==> src/rtl/watch_pkg.sv <==
// Shared types and helpers for the watch time-entry path: FSM states,
// digit positions, per-position limits and BCD nibble packing.
package watch_pkg;

   typedef enum logic [1:0] {
      ST_IDLE   = 2'd0,
      ST_ENTRY  = 2'd1,
      ST_COMMIT = 2'd2
   } state_e;

   localparam logic [2:0] POS_H_TEN = 3'd0;
   localparam logic [2:0] POS_H_ONE = 3'd1;
   localparam logic [2:0] POS_M_TEN = 3'd2;
   localparam logic [2:0] POS_M_ONE = 3'd3;
   localparam logic [2:0] POS_S_TEN = 3'd4;
   localparam logic [2:0] POS_S_ONE = 3'd5;

   localparam logic [3:0] LIM_H_TEN      = 4'd2;
   localparam logic [3:0] LIM_H_ONE      = 4'd9;
   localparam logic [3:0] LIM_H_ONE_20S  = 4'd3;
   localparam logic [3:0] LIM_TEN        = 4'd5;
   localparam logic [3:0] LIM_ONE        = 4'd9;

   // Largest digit allowed at a position; hours-ones depends on hours-tens.
   function automatic logic [3:0] digit_limit(input logic [2:0] pos, input logic [3:0] h_ten);
      logic [3:0] lim;
      case (pos)
         POS_H_TEN:            lim = LIM_H_TEN;
         POS_H_ONE:            lim = (h_ten == 4'd2) ? LIM_H_ONE_20S : LIM_H_ONE;
         POS_M_TEN, POS_S_TEN: lim = LIM_TEN;
         default:              lim = LIM_ONE;
      endcase
      return lim;
   endfunction

   // Position 0 is the most significant nibble, [23:20].
   function automatic logic [23:0] put_nibble(input logic [23:0] word, input logic [2:0] pos,
                                              input logic [3:0] digit);
      logic [23:0] w;
      int          idx;
      w   = word;
      idx = 20 - 4 * int'(pos);
      w[idx +: 4] = digit;
      return w;
   endfunction

   function automatic logic [3:0] h_ten_of(input logic [23:0] word);
      return word[23:20];
   endfunction

endpackage

==> src/rtl/key_debounce.sv <==
// Keypad front end: two-flop synchronizer, stability counter with release
// tracking, and one-hot to digit encoding. key_evt is a one-cycle strobe.
module key_debounce #(
   parameter int DEBOUNCE = 20
) (
   input  logic       clk,
   input  logic       rst,
   input  logic [9:0] keypad,
   output logic       key_evt,
   output logic [3:0] key_digit
);

   localparam int CW = $clog2(DEBOUNCE + 1);

   logic [9:0]    sync1_q, sync1_d;
   logic [9:0]    sync2_q, sync2_d;
   logic [9:0]    samp_q, samp_d;
   logic [CW-1:0] cnt_q, cnt_d;
   logic          armed_q, armed_d;
   logic          evt_q, evt_d;
   logic [3:0]    digit_q, digit_d;

   function automatic logic [3:0] encode(input logic [9:0] v);
      logic [3:0] d;
      d = 4'd0;
      for (int i = 0; i < 10; i++)
         if (v[i]) d = 4'(i);
      return d;
   endfunction

   // NOTE: every variable gets a default before any branch, so no latches are inferred.
   always_comb begin
      sync1_d = keypad;
      sync2_d = sync1_q;
      samp_d  = sync2_q;
      cnt_d   = cnt_q;
      armed_d = armed_q;
      evt_d   = 1'b0;
      digit_d = digit_q;

      if (sync2_q != samp_q)
         cnt_d = '0;
      else if (cnt_q < CW'(DEBOUNCE))
         cnt_d = cnt_q + 1'b1;

      // The counter saturates, so this qualifies at most once per stable period.
      if (sync2_q == samp_q && cnt_q == CW'(DEBOUNCE - 1)) begin
         if (sync2_q == '0) begin
            armed_d = 1'b1;
         end else if (armed_q && $onehot(sync2_q)) begin
            evt_d   = 1'b1;
            armed_d = 1'b0;
            digit_d = encode(sync2_q);
         end
      end
   end

   // NOTE: sequential state uses non-blocking assignments so all flops update together.
   always_ff @(posedge clk or negedge rst) begin
      if (!rst) begin
         sync1_q <= '0;
         sync2_q <= '0;
         samp_q  <= '0;
         cnt_q   <= '0;
         armed_q <= 1'b0;
         evt_q   <= 1'b0;
         digit_q <= '0;
      end else begin
         sync1_q <= sync1_d;
         sync2_q <= sync2_d;
         samp_q  <= samp_d;
         cnt_q   <= cnt_d;
         armed_q <= armed_d;
         evt_q   <= evt_d;
         digit_q <= digit_d;
      end
   end

   assign key_evt   = evt_q;
   assign key_digit = digit_q;

endmodule

==> src/rtl/time_set_ctrl.sv <==
// Keypad time-entry sequencer: walks six HH:MM:SS digits, range-checks each,
// and commits a complete time to the watch counters with a one-cycle load.
module time_set_ctrl
   import watch_pkg::*;
#(
   parameter int DEBOUNCE = 20,
   parameter int TIMEOUT  = 10000
) (
   input  logic        clk,
   input  logic        rst,
   input  logic [9:0]  keypad,
   input  logic        set_req,
   output logic        setting,
   output logic [2:0]  cursor,
   output logic [23:0] entry_time,
   output logic        load,
   output logic [23:0] load_time,
   output logic        err,
   output logic        timeout
);

   localparam int TW = (TIMEOUT > 2) ? $clog2(TIMEOUT) : 1;

   logic       key_evt;
   logic [3:0] key_digit;

   key_debounce #(.DEBOUNCE(DEBOUNCE)) u_key_debounce (
      .clk       (clk),
      .rst       (rst),
      .keypad    (keypad),
      .key_evt   (key_evt),
      .key_digit (key_digit)
   );

   state_e        state_q, state_d;
   logic [2:0]    cursor_q, cursor_d;
   logic [23:0]   entry_q, entry_d;
   logic [TW-1:0] tcnt_q, tcnt_d;
   logic          load_q, load_d;
   logic [23:0]   load_time_q, load_time_d;
   logic          err_q, err_d;
   logic          timeout_q, timeout_d;

   always_comb begin
      state_d     = state_q;
      cursor_d    = cursor_q;
      entry_d     = entry_q;
      tcnt_d      = tcnt_q;
      load_d      = 1'b0;
      load_time_d = load_time_q;
      err_d       = 1'b0;
      timeout_d   = 1'b0;

      case (state_q)
         ST_IDLE: begin
            if (set_req) begin
               state_d  = ST_ENTRY;
               cursor_d = POS_H_TEN;
               entry_d  = '0;
               tcnt_d   = '0;
            end
         end
         ST_ENTRY: begin
            // A restart outranks both a same-cycle key event and expiry.
            if (set_req) begin
               cursor_d = POS_H_TEN;
               entry_d  = '0;
               tcnt_d   = '0;
            end else if (tcnt_q == TW'(TIMEOUT - 1)) begin
               timeout_d = 1'b1;
               state_d   = ST_IDLE;
            end else begin
               tcnt_d = tcnt_q + 1'b1;
               if (key_evt) begin
                  if (key_digit <= digit_limit(cursor_q, h_ten_of(entry_q))) begin
                     entry_d = put_nibble(entry_q, cursor_q, key_digit);
                     tcnt_d  = '0;
                     if (cursor_q == POS_S_ONE) begin
                        state_d     = ST_COMMIT;
                        cursor_d    = POS_H_TEN;
                        load_d      = 1'b1;
                        load_time_d = entry_d;
                     end else begin
                        cursor_d = cursor_q + 1'b1;
                     end
                  end else begin
                     err_d = 1'b1;
                  end
               end
            end
         end
         ST_COMMIT: begin
            // The load strobe is already on the wire during this state.
            if (set_req) begin
               state_d  = ST_ENTRY;
               cursor_d = POS_H_TEN;
               entry_d  = '0;
               tcnt_d   = '0;
            end else begin
               state_d = ST_IDLE;
            end
         end
         default: state_d = ST_IDLE;
      endcase
   end

   always_ff @(posedge clk or negedge rst) begin
      if (!rst) begin
         state_q     <= ST_IDLE;
         cursor_q    <= '0;
         entry_q     <= '0;
         tcnt_q      <= '0;
         load_q      <= 1'b0;
         load_time_q <= '0;
         err_q       <= 1'b0;
         timeout_q   <= 1'b0;
      end else begin
         state_q     <= state_d;
         cursor_q    <= cursor_d;
         entry_q     <= entry_d;
         tcnt_q      <= tcnt_d;
         load_q      <= load_d;
         load_time_q <= load_time_d;
         err_q       <= err_d;
         timeout_q   <= timeout_d;
      end
   end

   assign setting    = (state_q == ST_ENTRY);
   assign cursor     = cursor_q;
   assign entry_time = entry_q;
   assign load       = load_q;
   assign load_time  = load_time_q;
   assign err        = err_q;
   assign timeout    = timeout_q;

endmodule

==> config.mk <==
export PLATFORM = sky130hd
export DESIGN_NAME = time_set_ctrl
export DESIGN_NICKNAME = d
export VERILOG_FILES = /design/src/rtl/watch_pkg.sv /design/src/rtl/key_debounce.sv /design/src/rtl/time_set_ctrl.sv
export SDC_FILE = /design/constraint.sdc
export NUM_CORES = 1
export LEC_CHECK = 0
export CORE_MARGIN = 2
export CORE_UTILIZATION = 40
export DETAILED_ROUTE_END_ITERATION = 8
export HOLD_SLACK_MARGIN = 0.05
export PLACE_DENSITY_LB_ADDON = 0.25
export SETUP_SLACK_MARGIN = 0.5
export SYNTH_ARGS = -nofsm -noshare
export SYNTH_HDL_FRONTEND = slang
export SYNTH_SLANG_ARGS = --single-unit
export TNS_END_PERCENT = 1
==> constraint.sdc <==
create_clock -name clk -period 5.1 [get_ports clk]
set_input_delay 0.765 -clock clk [delete_from_list [all_inputs] [get_ports clk]]
set_output_delay 0.765 -clock clk [all_outputs]
set_load 0.01 [all_outputs]
==> results.sh <==
export IMPL_wl_met1_um=5450
export IMPL_cts_hold_buf=0
export IMPL_grt_max_degree=63
export IMPL_nFillCells=1197
export IMPL_start_util_pct=40.8
export IMPL_clock_fmax_ghz=0.239
export IMPL_end_kind="flip-flop"
export IMPL_drcViolationCount=0
export IMPL_ys_async_sr_fraction_pct=100
export IMPL_routed_wl_met2_um=6270
export IMPL_clock_root_buffer="clkbuf_16"
export IMPL_grt_pass1_vias=4073
export IMPL_power_leakage_nw=3.08
export IMPL_finalSetupViolCount=0
export IMPL_maxCapViolCount=0
export IMPL_hold_path_class="flip-flop to flip-flop"
export IMPL_slew_viol_final=0
export IMPL_grt_pass1_wl_um=20800
export IMPL_htreeDepth=3
export IMPL_die_h_um=123
export IMPL_dieArea_um2=15100
export IMPL_syn_inst=499
export IMPL_port_buffers=67
export IMPL_grt_overflow_total=0
export IMPL_ir_worst_vdd_v=0.000246
export IMPL_cts_tree="done"
export IMPL_critical_path_class="flip-flop to flip-flop"
export IMPL_worst_clock_skew_ns=0.00697
export IMPL_synth_area_per_cell_um2=11.3
export IMPL_firstDrtPassIters=4
export IMPL_synth_most_common_cell="dfrtp_1"
export IMPL_synth_top_cells_by_count="dfrtp_1 (111), nand2_1 (36), inv_1 (32)"
export IMPL_rsz0062_at_grt="false"
export IMPL_drive_gt1_share_pct=10.6
export IMPL_ys_warn_count=0
export IMPL_critPathRequiredTime_ns=5.34
export IMPL_final_nets=611
export IMPL_syn_area_um2=5650
export IMPL_die_w_um=123
export IMPL_gp_congestion=0.841
export IMPL_crit_fanout=5
export IMPL_clk_latency_ns=0.36
export IMPL_synth_distinct_cells=58
export IMPL_wl_per_cell_um=16.8
export IMPL_p_total_mw=1.89
export IMPL_antenna_found_initial=0
export IMPL_vias_per_cell=5.50
export IMPL_hpwl_um=9020
export IMPL_fp_coreArea_um2=13800
export IMPL_seq_area_um2=2780
export IMPL_cts_resized=0
export IMPL_gr_usage_all_layers_pct=17.9
export IMPL_synth_main_ff_cell="dfrtp_1"
export IMPL_multi_input_area_um2=2640
export IMPL_syn_nets=549
export IMPL_synth_edf_count=0
export IMPL_yosys_top_cells_area="dfrtp_1 (49%), ha_1 (6.6%), mux2_2 (6.2%)"
export IMPL_wl_met3_um=600
export IMPL_antenna_left=0
export IMPL_final_period_utilization_pct=81.9
export IMPL_io_pin_count=68
export IMPL_antenna_cells=0
export IMPL_area_delta_synth_final_pct=19.6
export IMPL_crit_path_start_kind="flip-flop"
export IMPL_cts_buffers=9
export IMPL_clkSinkCount=111
export IMPL_max_clock_path_buffers=2
export IMPL_yosysSeqAreaShare_pct=49.2
export IMPL_highest_layer="met4"
export IMPL_ys_seq_elements=111
export IMPL_timing_final_hold_violations=0
export IMPL_status="finished clean"
export IMPL_relSlewSlack_pct=22.1
export IMPL_totalWireLength_um=12500
export IMPL_synth_top_area_cell="dfrtp_1"
export IMPL_cp_arrival_ns=4.42
export IMPL_drt_iter0_markers=408
export IMPL_std_cell_rows=43
export IMPL_cts_setup_buffers=0
export IMPL_clk_pin_slew_ns=0.07
export IMPL_fin_tns_setup_ns=0
export IMPL_vias=4094
export IMPL_tightest_slew_ns=1.16
export IMPL_synth_top_area_share_pct=49.2
export IMPL_period_minus_slack_ns=4.18
export IMPL_cellPowerDensity_nw_per_um2=279
report_power, final:
part           internal (mW)  switching, mW
Combinational          0.105          0.161
Clock                  0.383          0.324
Sequential             0.896         0.0193
placed cells by master, fill, tap and decap left out, drive strengths merged, types with 8 or more instances in the layout:
cell and instances:
o21ai 18, ha 30, o31a 8, inv 35, nor3 11, clkbuf 9, nor2 21, a22o 24
a41o 9, nand2 36, mux2 31, xnor2 13, nand3 27, a21oi 13, dfrtp 111, nand4 10
clkdlybuf4s50 66
state kept, by name, indices dropped and copies added, names as in the netlist:
name / count
u_key_debounce.samp_d: 10
cursor: 3
u_key_debounce.samp_q: 10
u_key_debounce.armed_q: 1
load: 1
timeout: 1
err: 1
entry_time: 24
load_time: 24
state_q: 2
u_key_debounce.cnt_q: 5
tcnt_q: 14
u_key_debounce.key_digit: 4
u_key_debounce.sync1_q: 10
u_key_debounce.key_evt: 1
cell type report:
type | count | share of cell area (%)
well taps | 180 | 3.34
repair buffers | 70 | 10.2
multi-input cells | 336 | 39.1
flip-flops and latches | 111 | 41.1
clock inverters | 6 | 1.04
clock buffers | 9 | 3.34
inverters | 33 | 1.83
worst paths after layout:
kind	cells past startpoint	to	start	slack, ns
min in group asynchronous	1	tcnt_q[7]	rst	0.50
hold / removal	0	u_key_debounce.samp_d[8]	u_key_debounce.sync1_q[8]	0.35
setup reg to reg	13	u_key_debounce.key_digit[2]	u_key_debounce.samp_d[3]	0.92
setup / recovery	13	u_key_debounce.key_digit[2]	u_key_debounce.samp_d[3]	0.92
hold reg to reg	0	u_key_debounce.samp_d[8]	u_key_debounce.sync1_q[8]	0.35
max in group asynchronous	2	u_key_debounce.samp_q[6]	rst	3.48
routing by layer:
metal	up-vias	global-route usage (%)
li1	1932	-
met1	2045	22.8
met2	101	29.9
met3	16	3.90
met4	0	6.25
met5	-	0
through the flow:
stage	instance area, um^2	instances	hold WS (ns)	util (%)	worst slack, ns
3_3_place_gp	6460	730	0.334	46.7	1.09
2_1_floorplan	5650	499	0.331	-	1.25
6_report	6750	745	0.350	48.8	0.924
5_1_grt	6750	745	0.355	48.8	0.700
4_1_cts	6750	745	0.351	48.8	0.974
3_5_place_dp	6460	730	0.335	46.7	0.984
logic make-up (layout without fill, tap and decap cells):
group,after synthesis,count (layout),synth area share (%)
AO/OA/AOI/OAI,95,95,12.6
XOR/XNOR,18,18,2.79
AND/OR/NAND/NOR,148,148,14.8
adder cells (fa/ha/maj),37,37,9.13
flip-flops,111,111,49.2
buffers and inverters,52,118,4.08
multiplexers,38,38,7.42
worst max-delay path, stage by stage, from the launching register on:
cell and delay, ns:
dfrtp_1 0.43, inv_1 0.08, ha_1 0.27, inv_1 0.05, fa_1 0.50, inv_1 0.06, fa_1 0.47, fa_1 0.45
fa_1 0.50, nor4_1 0.30, a22oi_1 0.13, nor4_1 0.26, nand3_1 0.23, mux2_2 0.32
No activity file was read; power rests on OpenSTA's default activity.
